--- src/rtl/compressor_pkg.sv ---
// compressor_pkg: shape helpers for the pipelined carry-save reduction tree
package compressor_pkg;
  function automatic int csa_step(int n);
    return 2 * (n / 3) + n % 3;
  endfunction
  function automatic int csa_count(int n, int lvl);
    int c;
    c = n;
    for (int i = 0; i < lvl; i++) c = csa_step(c);
    return c;
  endfunction
  function automatic int csa_levels(int n);
    int c;
    int l;
    c = n;
    l = 0;
    while (c > 2) begin
      c = csa_step(c);
      l++;
    end
    return l;
  endfunction
  function automatic int out_width(int num_in, int width);
    return width + $clog2(num_in);
  endfunction
  function automatic int num_banks(int levels, int reg_every);
    return levels == 0 ? 1 : (levels + reg_every - 1) / reg_every;
  endfunction
endpackage

--- src/rtl/compressor_3_2.sv ---
// compressor_3_2: single-bit full-adder style 3:2 compressor
module compressor_3_2 (
  input  logic a,
  input  logic b,
  input  logic c,
  output logic s,
  output logic co
);
  assign s = a ^ b ^ c;
  assign co = (a & b) | (a & c) | (b & c);
endmodule

--- src/rtl/compressor_tree_pipe_csa_row.sv ---
// csa_row: W-bit 3:2 row; carry leaves already shifted to its weight and truncated to W
module csa_row #(
  parameter int W = 8
) (
  input  logic [W-1:0] a,
  input  logic [W-1:0] b,
  input  logic [W-1:0] c,
  output logic [W-1:0] sum,
  output logic [W-1:0] carry
);
  logic [W-1:0] cy;
  for (genvar i = 0; i < W; i++) begin : g_bit
    compressor_3_2 u_fa (.a(a[i]), .b(b[i]), .c(c[i]), .s(sum[i]), .co(cy[i]));
  end
  assign carry = W'({cy, 1'b0});
endmodule

--- src/rtl/compressor_tree_pipe.sv ---
// compressor_tree_pipe: pipelined 3:2 carry-save reducer with valid/ready register banks
module compressor_tree_pipe
  import compressor_pkg::*;
#(
  parameter int NUM_IN    = 12,
  parameter int WIDTH     = 16,
  parameter int REG_EVERY = 1,
  parameter int OUT_W     = out_width(NUM_IN, WIDTH)
) (
  input  logic                    clk,
  input  logic                    rst,
  input  logic                    clr,
  input  logic                    in_valid,
  output logic                    in_ready,
  input  logic [NUM_IN*WIDTH-1:0] in_data,
  output logic                    out_valid,
  input  logic                    out_ready,
  output logic [OUT_W-1:0]        out_sum,
  output logic [OUT_W-1:0]        out_carry
);
  localparam int LEVELS  = csa_levels(NUM_IN);
  localparam int NUM_REG = num_banks(LEVELS, REG_EVERY);
  if (NUM_IN < 2 || NUM_IN > 64 || REG_EVERY < 1 || OUT_W < out_width(NUM_IN, WIDTH)) begin : g_bad
    $error("compressor_tree_pipe: illegal parameters");
  end
  logic [OUT_W-1:0] d [LEVELS+1][NUM_IN];
  logic [OUT_W-1:0] q [NUM_REG][NUM_IN];
  logic [NUM_REG:0] vin;
  logic [NUM_REG:0] adv;
  assign vin[0] = in_valid;
  assign adv[NUM_REG] = out_ready;
  assign in_ready = adv[0] & ~clr;
  assign out_valid = vin[NUM_REG];
  assign out_sum = q[NUM_REG-1][0];
  assign out_carry = q[NUM_REG-1][1];
  for (genvar i = 0; i < NUM_IN; i++) begin : g_in
    assign d[0][i] = OUT_W'(in_data[i*WIDTH +: WIDTH]);
  end
  // Level l reads the bank register when a bank boundary sits just before it
  for (genvar l = 0; l < LEVELS; l++) begin : g_lvl
    localparam int N = csa_count(NUM_IN, l);
    localparam int T = N / 3;
    logic [OUT_W-1:0] x [NUM_IN];
    if (l > 0 && l % REG_EVERY == 0) begin : g_q
      assign x = q[l/REG_EVERY-1];
    end else begin : g_d
      assign x = d[l];
    end
    for (genvar j = 0; j < T; j++) begin : g_row
      csa_row #(.W(OUT_W)) u_row (
        .a(x[3*j]), .b(x[3*j+1]), .c(x[3*j+2]),
        .sum(d[l+1][2*j]), .carry(d[l+1][2*j+1])
      );
    end
    for (genvar i = 2 * T; i < NUM_IN; i++) begin : g_pass
      if (i < N - T) begin : g_use
        assign d[l+1][i] = x[i+T];
      end else begin : g_zero
        assign d[l+1][i] = '0;
      end
    end
  end
  for (genvar k = 0; k < NUM_REG; k++) begin : g_bank
    localparam int B = (k + 1) * REG_EVERY < LEVELS ? (k + 1) * REG_EVERY : LEVELS;
    logic vr;
    logic [OUT_W-1:0] qr [NUM_IN];
    assign vin[k+1] = vr;
    assign q[k] = qr;
    assign adv[k] = ~vr | adv[k+1];
    always_ff @(posedge clk or posedge rst)
      if (rst) begin
        vr <= 1'b0;
        for (int i = 0; i < NUM_IN; i++) qr[i] <= '0;
      end else begin
        vr <= clr ? 1'b0 : adv[k] ? vin[k] : vr;
        if (adv[k] && vin[k]) qr <= d[B];
      end
  end
endmodule

--- config.mk ---
export PLATFORM = sky130hd
export DESIGN_NAME = compressor_tree_pipe
export DESIGN_NICKNAME = d
export VERILOG_FILES = /design/src/rtl/compressor_pkg.sv /design/src/rtl/compressor_3_2.sv /design/src/rtl/compressor_tree_pipe_csa_row.sv /design/src/rtl/compressor_tree_pipe.sv
export SDC_FILE = /design/constraint.sdc
export NUM_CORES = 1
export LEC_CHECK = 0
export ABC_AREA = 0
export BUFFER_PORTS_ARGS = -buffer_cell sky130_fd_sc_hd__buf_4
export CORE_ASPECT_RATIO = 1.75
export CORE_MARGIN = 2
export CORE_UTILIZATION = 41
export CTS_CLUSTER_SIZE = 40
export DETAILED_ROUTE_END_ITERATION = 10
export SYNTH_ARGS = -nofsm -noshare
export SYNTH_HDL_FRONTEND = slang
export SYNTH_SLANG_ARGS = --single-unit
--- constraint.sdc ---
create_clock -name clk -period 27.8 [get_ports clk]
set_input_delay 1.39 -clock clk [delete_from_list [all_inputs] [get_ports clk]]
set_output_delay 1.39 -clock clk [all_outputs]
set_load 0.03 [all_outputs]
==> Word-level counts from Yosys, hierarchy flattened <==
Cells that the tools add are included.
{ "totals": {"latch_bits": 0, "regBits": 387, "mem_bits_ro": 0, "out_inout_bits": 42, "wordCells": 1168, "input_bits": 197, "ramBits": 0, "n_memories": 0} }
{ "op_classes": {"mul": 0, "mux": 10, "n_eq_ne": 0, "bitwise_logic": 1120, "reduce_logical": 10, "n_addsub": 0, "shift": 0, "magnitude_cmp": 0, "div": 0} }
{ "ops": {"columns": ["op", "n"], "rows": [
  ["1-bit bitwise AND", 477],
  ["1-bit XOR", 320],
  ["1-bit bitwise OR", 317],
  ["1-bit two-way mux", 10],
  ["2-bit nonzero test", 5],
  ["1-bit NOT", 6],
  ["1-bit logical AND", 5]
]} }

==> Longest topological paths before layout <==
Gate-level depths: netlist (run 1).
{ "depth": {"ltp_word": 8, "mapped_depth": 6, "mapped_depth_nobuf": 3} }

==> By module <==
Synthesis (run 1) repeated with hierarchy kept, for this count alone.
{ "hier_totals": {"hier_cells": 1406, "area_unflattened_um2": 22815.6} }
{ "modules_own_cells": {"columns": ["module", "seq_area_each_um2", "n_inst", "area_per_inst_um2", "cells_per_inst"], "rows": [
  ["compressor_tree_pipe", 11636.2, 1, 17272.8, 996],
  ["compressor_3_2", 0.0, 200, 20.0, 1],
  ["csa_row", 0.0, 10, 153.9, 21]
]} }

==> Worst setup path before layout (run 1) <==
No wires, ideal clock.
{ "synth_timing": {"kind": "input to output", "startpoint": "input port out_ready", "endpoint": "output port in_ready", "path_buffers": 0, "cell_stages": 2, "path_slack_ns": 24.273, "arrival_ns": 2.137, "required_ns": 26.410, "cell_sequence": "and4b_4 a31oi_1"} }
{ "synth_via": {"elab_chain_len": 6} }
{ "synth_rtl": {"columns": ["element", "line", "text"], "rows": [
  ["start: declaration", "compressor_tree_pipe.sv:17", "input logic out_ready,"],
  ["1-bit bitwise OR (5 in a row)", "compressor_tree_pipe.sv:69", "assign adv[k] = ~vr | adv[k+1];"],
  ["1-bit bitwise AND", "compressor_tree_pipe.sv:32", "assign in_ready = adv[0] & ~clr;"],
  ["end: declaration", "compressor_tree_pipe.sv:14", "output logic in_ready,"]
]} }
No other way between the ends.

==> Worst setup path in the final report (run 1) <==
{ "layout_timing": {"startpoint": "input port out_ready", "endpoint": "register g_bank[0].qr (netlist bit d[868])"} }
{ "layout_via": {"elab_chain_len": 6} }
{ "layout_rtl": {"columns": ["element", "line", "text"], "rows": [
  ["1-bit bitwise OR (5 in a row)", "compressor_tree_pipe.sv:69", null],
  ["1-bit logical AND", "compressor_tree_pipe.sv:76", "if (adv[k] && vin[k]) qr <= d[B];"],
  ["end signal: assignment", "compressor_tree_pipe.sv:76", null],
  ["end: declaration", "compressor_tree_pipe.sv:66", "logic [OUT_W-1:0] qr [NUM_IN];"]
]} }
No other way between the ends.
A chain may end at the register's enable or synchronous reset.

==> results.md, run 1 <==
* Status: finished clean
* TritonCTS clock tree: built
* Pin count of the biggest net entering global routing at 173
* Crit path kind: primary input to flop
* Clock Latency Late Sink at 0.53 ns
* Slowest CP cell: buf_4
* CP Max Fanout at 70
* Total grt overflow at 0
* Setup crit start kind: primary input
* Vias per inst at a little under 5
* FF-to-FF setup slack at 24.67 ns
* Sequential cell area at 9680 µm²
* Post-Syn Area at 17700 µm²
* DIE AREA at around 45000 µm²
* Yosys reg bits at a little under 400
* Die H at around 280 µm
* Sequential fraction of the synthesis area at 0.548
* DRC at 0
* DR pass1 iterations at 6
* Setup crit end kind: flop
* CTS Sinks at ~390
* Max incr delay on CP at about 0.87 ns
* Relative slew slack at 0.287
* GRT Util Overall at 0.167
* RSZ-0062 raised after global routing: false
* Top Metal Used: met4
* Leakage power at 0.00941 µW
* Core area at 42500 µm²
* Final worst path period share at 0.133
* Reg clk slew, reported paths at 0.06 ns
* Root buf cell: clkbuf_16
* DR WL met2 at 22400 µm
* Clock skew at 0.0174 ns
* First-pass GRT wire length at 57000 µm
* Worst EP required at 28.21 ns
* Critical Path AT at between 4 and 5 ns
* Area of the multi-input gates at 7770 µm²
* Pwr/cell area at 91.8 nW/µm²
* Cell family with most CP delay: buffers and inverters
* Num ports at 239
* Minimum period implied by the final worst setup slack at 3.69 ns
* Rows at 100
* Placed Cells at between 1.5k and 2k
* Class of the worst hold path: flop to flop
* Drt initial violations at 321
* Area Growth Syn to Fin at 20.2%
* Post-cts repair resize count at 0
* H-tree depth at 2
* Post-CTS Setup Inserts at 0
* Setup tns final at 0 ns
* FMAX at 271 MHz
* Antenna Cells at 0
* Setup violators final at 0
* Routed length on met3 at 1190 µm
* Total CTS buffers at 38
* Routability congestion estimate at roughly 0.73
* Routed Wire Length at about 36000 µm
* Synthesis Warnings at 0
* Post-Synthesis Cells at between 1k and 1.5k
* PortBufs at around 230
* DIE WIDTH at 161 µm
* Share of post-route cells with drive strength above 1 at 0.543
* Clk buf depth at 3
* Most used cell along the critical path: buf_4
* Initial antenna violation count at 0
* Vias in the first global route at 10.4k
* Max Slew Vio Count at 0
* Syn_area_per_cell at 17.7 µm²
* Vias at 8916
* Synth cell types at 19
* Slew @ Worst Pin at 1.07 ns
* Crit path buf inv count at 3
* Commonest non-fill, non-tap cell in the layout: dfrtp_1
* HPWL Detailed at between 20000 and 30000 µm
* Antenna Violating Nets Remaining at 0
* Layout Nets at 1603
* Max Cap Viol at 0
* Crit-path cells: buf_4 -> nand4b_1 -> o21ai_4 -> buf_4 -> buf_4 -> mux2_2
* Layout Cells excl Fill at 1829
* Filler cell count at 3701
* Cts hold-fix bufs at 0
* WL/cell at 19.8 µm
* Fin. Hold Viols at 0
* Met1 Routed Length at 11500 µm
* Initial Utilization at 0.415
* Most frequent cells in the layout: dfrtp_1, mux2_2, buf_4
* Peak VDD IR at around 0.055 mV
cell usage after synthesis (all sizes together):
| library cell | number | share of area |
|---|---|---|
| a21oi | 2 | 0.00057 |
| buf | 44 | 0.015 |
| mux2 | 382 | 0.25 |
| nand2 | 3 | 0.00064 |
| ha | 8 | 0.0057 |
| fa | 156 | 0.18 |
| and4b | 1 | 0.00078 |
| a21boi | 1 | 0.00064 |
| nor2 | 6 | 0.0013 |
| conb | 1 | 0.00021 |
| inv | 3 | 0.00064 |
| a31oi | 3 | 0.0011 |
| nand4b | 1 | 0.00050 |
| dfrtp | 387 | 0.55 |
| o21ai | 3 | 0.0011 |
metal layers:
metal / global-route usage / vias up
met4: 0.0572 / 0
met3: 0.0236 / 54
met1: 0.165 / 4791
met2: 0.345 / 161
met5: 0 / -
li1: - / 3910
flip-flops by register name, summed over array words and instances, names as in the netlist:
register,flops
out_carry,17
out_valid,1
g_bank.vr,4
d,48
g_bank.qr,298
out_sum,19
metrics by stage:
stage	hold WS, ns	power (µW)	utilization	instance area, µm²	worst slack [ns]
floorplan	0.474	1210	-	17700	15.65
global placement	0.482	1470	0.470	20000	23.64
detailed placement	0.487	1490	0.470	20000	23.56
CTS	0.501	2010	0.500	21300	24.13
global route	0.507	2090	0.500	21300	23.93
finish	0.498	1950	0.500	21300	24.11
power breakdown:
group	switching, µW	internal [µW]	total [µW]
combinational	233	302	535
clock	212	298	510
sequential	149	757	906
path summary, 6_finish.rpt:
path,start,end,depth (start not counted)
worst max-delay path,out_ready,d[868]$_DFFE_PP0P_,6
worst min-delay path,d[872]$_DFFE_PP0P_,g_bank[1].qr[152]$_DFFE_PP0P_,1
worst min register to register,d[872]$_DFFE_PP0P_,g_bank[1].qr[152]$_DFFE_PP0P_,1
worst max register to register,g_bank[3].vr$_DFFE_PP0P_,d[868]$_DFFE_PP0P_,5
min in group asynchronous,rst,g_bank[3].qr[201]$_DFFE_PP0P_,2
max in group asynchronous,rst,g_bank[1].qr[148]$_DFFE_PP0P_,3
final cells by class:
class	instances	share of cell area
Multi-Input combinational cell	570	0.366
Clock inverter	5	0.00147
Inverter	3	0.000883
Tap cell	561	0.0330
Clock buffer	61	0.0570
Timing Repair Buffer	242	0.0861
Sequential cell	387	0.456
logic make-up after synthesis:
| group | count (synthesis) | share of synthesized area |
|---|---|---|
| other | 1 | 0.000212 |
| AO/OA/AOI/OAI | 9 | 0.00333 |
| buffers and inverters | 47 | 0.0154 |
| adder cells (fa/ha/maj) | 164 | 0.182 |
| multiplexers | 382 | 0.248 |
| flip-flops | 387 | 0.548 |
| AND/OR/NAND/NOR | 11 | 0.00319 |
worst reg2reg max path: cells and delay by family, from the launching register on:
family                 cells  cell delay (ns)
AO/OA/AOI/OAI              1             0.21
multiplexers               1             0.47
buffers and inverters      2             1.57
flip-flops                 1             0.48
AND/OR/NAND/NOR            1             0.29
No activity file was read; power rests on OpenSTA's default activity.
==> run 2, diff against run 1 <==
--- a/config.mk
+++ b/config.mk
@@ -5,7 +5,7 @@
 export SDC_FILE = /design/constraint.sdc
 export NUM_CORES = 1
 export LEC_CHECK = 0
-export ABC_AREA = 0
+export ABC_AREA = 1
 export BUFFER_PORTS_ARGS = -buffer_cell sky130_fd_sc_hd__buf_4
 export CORE_ASPECT_RATIO = 1.75
 export CORE_MARGIN = 2
==> constraint.sdc (replaced) <==
create_clock -name clk -period 3.5 [get_ports clk]
set_input_delay 0.175 -clock clk [delete_from_list [all_inputs] [get_ports clk]]
set_output_delay 0.175 -clock clk [all_outputs]
set_load 0.03 [all_outputs]
==> run 2 against run 1 <==
  * Sequential cell count is the same
  * Area after synthesis grew 3.5%
  * Global-route usage grew 3.5 points
  * Register-to-register slack lost 23 ns
  * Largest power group unchanged
==> results.md, run 2 <==
* Status: finished clean (unchanged)
* Max Slew Vio Count at 0 (unchanged)
* Sequential fraction of the synthesis area at 0.529 (was 0.548)
* Syn_area_per_cell at 10.3 µm² (was 17.7 µm²)
* Leakage power at 0.0113 µW (was 0.00941 µW)
* DIE AREA at 46400 µm² (was 44900 µm²)
* DRC at 0 (unchanged)
* Routed Wire Length at 45100 µm (was 36200 µm)
* Post-Syn Area at 18300 µm² (was 17700 µm²)
* Reg with most FFs: g_bank.qr (unchanged)
* DP Area at 20600 µm² (was 20000 µm²)
* Antenna Violating Nets Remaining at 0 (unchanged)
* Placed Cells at 2487 (was 1763)
* DR WL met2 at 23900 µm (was 22400 µm)
* Num ports at 239 (unchanged)
* Initial antenna violation count at 0 (unchanged)
* Comb pwr share at 0.228 (was 0.274)
* HPWL Detailed at 34000 µm (was 26200 µm)
* Vias at 12.6k (was 8916)
* Synth cell types at 20 (was 19)
* CTS Sinks at 387 (unchanged)
* Ys flop type: dfrtp_1 (unchanged)
* Routability congestion estimate at 0.817 (was 0.731)
* Routed length on met3 at 1910 µm (was 1190 µm)
* Seq pwr share at 0.484 (was 0.464)
* Area Growth Syn to Fin at 18.7% (was 20.2%)
* Worst EP required at 3.32 ns (was 28.21 ns)
* Setup tns final at 0 ns (unchanged)
* Root buf cell: clkbuf_16 (unchanged)
* Most frequent cells in the layout: nand2_1, dfrtp_1, nand3_1 (was dfrtp_1, mux2_2, buf_4)
* GRT Util Overall at 0.202 (was 0.167)
* Final worst path period share at 0.684
* Max Cap Viol at 0 (unchanged)
* Post-synth top cells: nand2_1, dfrtp_1, nand3_1, fa_1, clkbuf_1 (was dfrtp_1, mux2_2, fa_1, buf_2, mux2_4)
* TritonCTS clock tree: built (unchanged)
* Reg clk slew, reported paths at 0.06 ns (about the same)
* Rows at 102 (was 100)
* Post-synth top area share at 0.529 (was 0.548)
* Sw Pwr at 4210 µW (was 594 µW)
* Total grt overflow at 0 (unchanged)
* Setup violators final at 0 (unchanged)
* Pwr/cell area at 612 nW/µm² (was 91.8 nW/µm²)
* Minimum period implied by the final worst setup slack at 2.39 ns
* Hold_ws at 0.0358 ns (was 0.498 ns)
* Setup crit end kind: output pin (was flop)
* Peak VDD IR at 0.270 mV (was 0.0551 mV)
* Layout Nets at 2317 (was 1603)
* Share of post-route cells with drive strength above 1 at 0.180 (was 0.543)
* PortBufs at 234 (unchanged)
* Antenna Cells at 0 (unchanged)
* Post-synth EDFFs at 0 (unchanged)
* Critical Path AT at 2.22 ns (was 4.09 ns)
* Net Sw Frac at 0.317 (was 0.305)
* Synthesis Warnings at 0 (unchanged)
* WHS Path Cells at 4 (was 1)
* Fin. Hold Viols at 0 (unchanged)
* FMAX at between 400 and 500 MHz
* First-pass GRT wire length at 73500 µm (was 57000 µm)
* DR pass1 iterations at 5 (was 6)
* WL/cell at 17.7 µm (was 19.8 µm)
* Slew @ Worst Pin at 0.747 ns (was 1.07 ns)
* FF-to-FF setup slack at 1.23 ns (was 24.67 ns)
* Met1 Routed Length at 18100 µm (was 11500 µm)
* CP Max Fanout at 47 (was 70)
* Vias in the first global route at 13.5k (was 10.4k)
* Post-Synthesis Cells at 1769 (was 1001)
* Vias per inst at 4.93 (was 4.87)
* Relative slew slack at 0.502 (was 0.287)
* Die H at 283 µm (was 279 µm)
* Clock Latency Late Sink at 0.53 ns (about the same)
* Post-CTS Setup Inserts at 0 (unchanged)
* Yosys top cell by area: dfrtp_1 (unchanged)
* DIE WIDTH at 164 µm (was 161 µm)
* Max reg flops at 298 (unchanged)
* H-tree depth at 2 (unchanged)
* Setup crit start kind: flop (was primary input)
* Top cells by area, synth: dfrtp_1, fa_1, nand2_1, nand3_1, mux2_2 (was dfrtp_1, mux2_2, fa_1, mux2_4, buf_2)
* RSZ-0062 raised after global routing: false (unchanged)
* Top Metal Used: met4 (unchanged)
* Clock share of power at 0.288 (was 0.261)
* Reg2Reg Depth at 5 (unchanged)
* Clock skew at 0.0183 ns (was 0.0174 ns)
* Initial Utilization at 0.414 (was 0.415)
* Core area at 44200 µm² (was 42500 µm²)
* Power Internal at 9070 µW (was 1360 µW)
* Post-route design area at 21700 µm² (was 21300 µm²)
* Drt initial violations at 736 (was 321)
* Most frequent cell after synthesis: nand2_1 (was dfrtp_1)
* Crit path kind: flop to output pin (was primary input to flop)
* Commonest non-fill, non-tap cell in the layout: nand2_1 (was dfrtp_1)
* Clk buf depth at 3 (unchanged)
* Yosys reg bits at 387 (unchanged)
* Layout Cells excl Fill at 2550 (was 1829)
* Total CTS buffers at 36 (was 38)
* Async set-or-reset flop fraction in the synthesized netlist at 1.00 (unchanged)
* Pin count of the biggest net entering global routing at 122 (was 173)
* Class of the worst hold path: primary input to flop (was flop to flop)
[run 2: changes by cell type after synthesis, moves of 6 or more]
| cell | previous run | this run |
|---|---|---|
| nand2_1 | 3 | 696 |
| buf_1 | 0 | 25 |
| nand3_1 | 0 | 346 |
| mux2_2 | 362 | 35 |
| buf_4 | 6 | 12 |
| mux2_4 | 20 | 0 |
| clkbuf_1 | 0 | 49 |
[run 2: timing repair]
item,CTS,global route
hold buffers,3,0
endpoints found under the hold margin,25,0
gates resized for setup,0,0
[run 2: worst paths after layout]
path	start	end
max reg2reg	g_bank[1].vr$_DFFE_PP0P_	d[870]$_DFFE_PP0P_
max	g_bank[1].vr$_DFFE_PP0P_	in_ready
min	in_data[92]	g_bank[0].qr[192]$_DFFE_PP0P_
min in group asynchronous	rst	out_sum[3]$_DFFE_PP0P_
max in group asynchronous	rst	g_bank[1].qr[177]$_DFFE_PP0P_
min reg2reg	g_bank[3].qr[220]$_DFFE_PP0P_	g_bank[3].qr[220]$_DFFE_PP0P_
[run 2: metal layers]
metal,track usage,vias up
met5,0,-
met4,0.0579,0
met2,0.359,313
met1,0.257,6166
li1,-,6019
met3,0.0266,61
[run 2: stage by stage]
stage / setup WS (ns) / total power [µW] / util
2_1_floorplan: -1.88 / 8150 / -
3_3_place_gp: 1.36 / 9520 / 0.465
3_5_place_dp: 1.26 / 9630 / 0.465
4_1_cts: 1.12 / 13500 / 0.491
5_1_grt: 1.03 / 14200 / 0.491
6_report: 1.11 / 13300 / 0.491
[run 2: cell type report]
type                            count  area, µm²
Fill cell                        4177      22500
Timing Repair Buffer              264       2060
Multi-Input combinational cell   1258       8080
Sequential cell                   387       9690
Clock buffer                       54       1060
Tap cell                          572        716
Clock inverter                      6       60.1
Inverter                            9       37.5
[run 2: power by group through the flow]
stage / Combinational [µW] / Clock [µW] / Sequential (µW)
4_1_cts: 3100 / 3920 / 6460
3_5_place_dp: 3100 / 0 / 6540
2_1_floorplan: 1620 / 0 / 6520
5_1_grt: 3510 / 4110 / 6580
3_3_place_gp: 3010 / 0 / 6510
6_report: 3030 / 3820 / 6430
[run 2: cell families (layout without fill, tap and decap cells)]
family                     after synthesis  count (layout)  synth area share
DFF                                    387             387             0.529
buffers and inverters                  127             333            0.0307
and+or+nand+nor                       1047            1047             0.240
muxes                                   35              35            0.0215
other                                    1               4          0.000205
adders and majority gates              164             164             0.176
AOI/OAI and AO/OA                        8               8           0.00226
[run 2: worst max-delay path, stage by stage (launching register included)]
cell,delay (ns)
dfrtp_2,0.65
buf_4,0.50
a31oi_1,0.30
buf_4,0.25
==> run 3, diff against run 2 <==
--- a/config.mk
+++ b/config.mk
@@ -5,7 +5,7 @@
 export SDC_FILE = /design/constraint.sdc
 export NUM_CORES = 1
 export LEC_CHECK = 0
-export ABC_AREA = 1
+export ABC_AREA = 0
 export BUFFER_PORTS_ARGS = -buffer_cell sky130_fd_sc_hd__buf_4
 export CORE_ASPECT_RATIO = 1.75
 export CORE_MARGIN = 2
==> constraint.sdc (replaced) <==
create_clock -name clk -period 2.2 [get_ports clk]
set_input_delay 0.11 -clock clk [delete_from_list [all_inputs] [get_ports clk]]
set_output_delay 0.11 -clock clk [all_outputs]
set_load 0.03 [all_outputs]
==> run 3 against run 2 <==
  * Hold slack got worse by 0.030 ns
  * Count of clock-buffer cells in the layout grew 3
  * Largest cell class unchanged
  * Register-to-register slack lost 1.0 ns
==> results.md, run 3 (synthesis gave the netlist of run 1 again) <==
* Worst EP required at 2.61 ns (was 3.32 ns)
* Die H at 279 µm (was 283 µm)
* Peak VDD IR at 0.776 mV (was 0.270 mV)
* Fin. Hold Viols at 0 (unchanged)
* DRC at 0 (unchanged)
* First-pass GRT wire length at 60300 µm (was 73500 µm)
* Final worst path period share at 0.918
* Critical Path AT at 2.43 ns (was 2.22 ns)
* Max incr delay on CP at 0.47 ns (was 0.65 ns)
* Clk buf depth at 3 (unchanged)
* Routability congestion estimate at 0.746 (was 0.817)
* Initial antenna violation count at 0 (unchanged)
* Vias per inst at 4.80 (was 4.93)
* Hold_ws at 0.00603 ns (was 0.0358 ns)
* CP Max Fanout at 29 (was 47)
* Setup tns final at 0 ns (unchanged)
* FMAX at 495 MHz
* Cell family with most CP delay: flip-flops (was buffers and inverters)
* DP Area at 20400 µm² (was 20600 µm²)
* Rows at 100 (was 102)
* Most frequent cells in the layout: dfrtp_1, mux2_2, buf_4 (was nand2_1, dfrtp_1, nand3_1)
* Initial Utilization at 0.415 (was 0.414)
* PortBufs at 234 (unchanged)
* Status: finished clean (unchanged)
* Class of the worst hold path: primary input to flop (unchanged)
* Pwr/cell area at 1090 nW/µm² (was 612 nW/µm²)
* Setup crit end kind: flop (was output pin)
* Pre-CTS setup slack at 0.195 ns (was 1.26 ns)
* Filler cell count at 3557 (was 4177)
* WL/cell at 19.2 µm (was 17.7 µm)
* GRT Util Overall at 0.176 (was 0.202)
* Commonest non-fill, non-tap cell in the layout: dfrtp_1 (was nand2_1)
* TritonCTS clock tree: built (unchanged)
* Layout Nets at 1756 (was 2317)
* Crit path buf inv count at 2 (unchanged)
* DIE WIDTH at 161 µm (was 164 µm)
* Leakage power at 0.0102 µW (was 0.0113 µW)
* Reg clk slew, reported paths at 0.06 ns (about the same)
* FF-to-FF setup slack at 0.18 ns (was 1.23 ns)
* Vias in the first global route at 11.3k (was 13.5k)
* Core Util, Final at 0.540 (was 0.491)
* Total grt overflow at 0 (unchanged)
* HPWL Detailed at 28500 µm (was 34000 µm)
* Clock Latency Late Sink at 0.53 ns (about the same)
* Reg with most FFs: g_bank.qr (unchanged)
* Setup crit start kind: flop (unchanged)
* H-tree depth at 2 (unchanged)
* Max Slew Vio Count at 0 (unchanged)
* Num ports at 239 (unchanged)
* Vias at 9504 (was 12.6k)
* Slowest CP cell: dfrtp_1 (was dfrtp_2)
* DR pass1 iterations at 4 (was 5)
* Worst setup margin at 0.181 ns (was 1.11 ns)
* Minimum period implied by the final worst setup slack at 2.02 ns
* Max reg flops at 298 (unchanged)
* Max Cap Viol at 0 (unchanged)
* Crit-path cells: nand4b_1 -> o21ai_4 -> buf_12 -> buf_4 -> mux2_2 (was buf_4 -> a31oi_1 -> buf_4)
* DIE AREA at 44900 µm² (was 46400 µm²)
* Post-route design area at 23000 µm² (was 21700 µm²)
* Routed Wire Length at 38100 µm (was 45100 µm)
* Crit path kind: flop to flop (was flop to output pin)
* Antenna Cells at 0 (unchanged)
* Share of post-route cells with drive strength above 1 at 0.502 (was 0.180)
* Post-CTS Setup Inserts at 0 (unchanged)
* Clock skew at 0.0133 ns (was 0.0183 ns)
* Area Growth Syn to Fin at 30.0% (was 18.7%)
* Total CTS buffers at 39 (was 36)
* RSZ-0062 raised after global routing: false (unchanged)
* Drt initial violations at 286 (was 736)
* Antenna Violating Nets Remaining at 0 (unchanged)
* Setup violators final at 0 (unchanged)
* Pin count of the biggest net entering global routing at 82 (was 122)
* Core area at 42500 µm² (was 44200 µm²)
* Root buf cell: clkbuf_16 (unchanged)
* CTS Sinks at 387 (unchanged)
-- run 3: cell count changes in the layout (fill, tap and decap cells not counted), moves of 5 or more --
cell,previous run,this run
buf_4,255,246
inv_1,7,2
nor2_1,1,6
buf_12,6,18
dlygate4sd3_1,3,130
nand3_1,345,0
mux2_2,35,362
mux2_4,0,20
nand2_1,694,2
-- run 3: repair_timing --
action / 4_1_cts / 5_1_grt
gates resized for setup: 0 / 0
endpoints found under the hold margin: 140 / 0
hold buffers: 130 / 0
-- run 3: worst paths after layout --
kind,cells past startpoint,end,start
setup reg to reg,5,g_bank[0].qr[166]$_DFFE_PP0P_,g_bank[3].vr$_DFFE_PP0P_
setup / recovery,5,g_bank[0].qr[166]$_DFFE_PP0P_,g_bank[3].vr$_DFFE_PP0P_
hold / removal,3,g_bank[0].qr[152]$_DFFE_PP0P_,in_data[124]
hold reg to reg,1,g_bank[2].qr[180]$_DFFE_PP0P_,g_bank[1].qr[140]$_DFFE_PP0P_
max in group asynchronous,5,g_bank[0].qr[124]$_DFFE_PP0P_,rst
min in group asynchronous,3,g_bank[2].qr[227]$_DFFE_PP0P_,rst
-- run 3: cell type report --
class | count | area [µm²] | share of cell area
well taps | 561 | 702 | 0.0305
multi-input cells | 570 | 7770 | 0.338
clock inverters | 10 | 108 | 0.00468
flip-flops and latches | 387 | 9680 | 0.421
repair buffers | 394 | 3510 | 0.153
inverters | 3 | 15.0 | 0.000653
clock buffers | 57 | 1190 | 0.0516
-- run 3: per-layer routing --
metal / global-route usage / wire (µm)
met1: 0.170 / 12000
met2: 0.372 / 24100
met3: 0.0238 / 1150
met4: 0.0504 / 864
met5: 0 / 0
-- run 3: power breakdown --
part           internal [µW]  leakage, µW  switching (µW)
registers               9570      0.00464            1960
clock network           3970     0.000644            2680
logic                   4020      0.00488            2880
-- run 3: metrics by stage --
stage,total power [µW],cells
4_1_cts,25700,1982
2_1_floorplan,15400,1004
6_report,25100,1982
3_5_place_dp,18700,1785
3_3_place_gp,18400,1785
5_1_grt,26800,1982
-- run 3: tightest hold or removal path, cell delays in order --
cell	delay [ns]
buf_4	0.09
fa_1	0.16
mux2_2	0.14
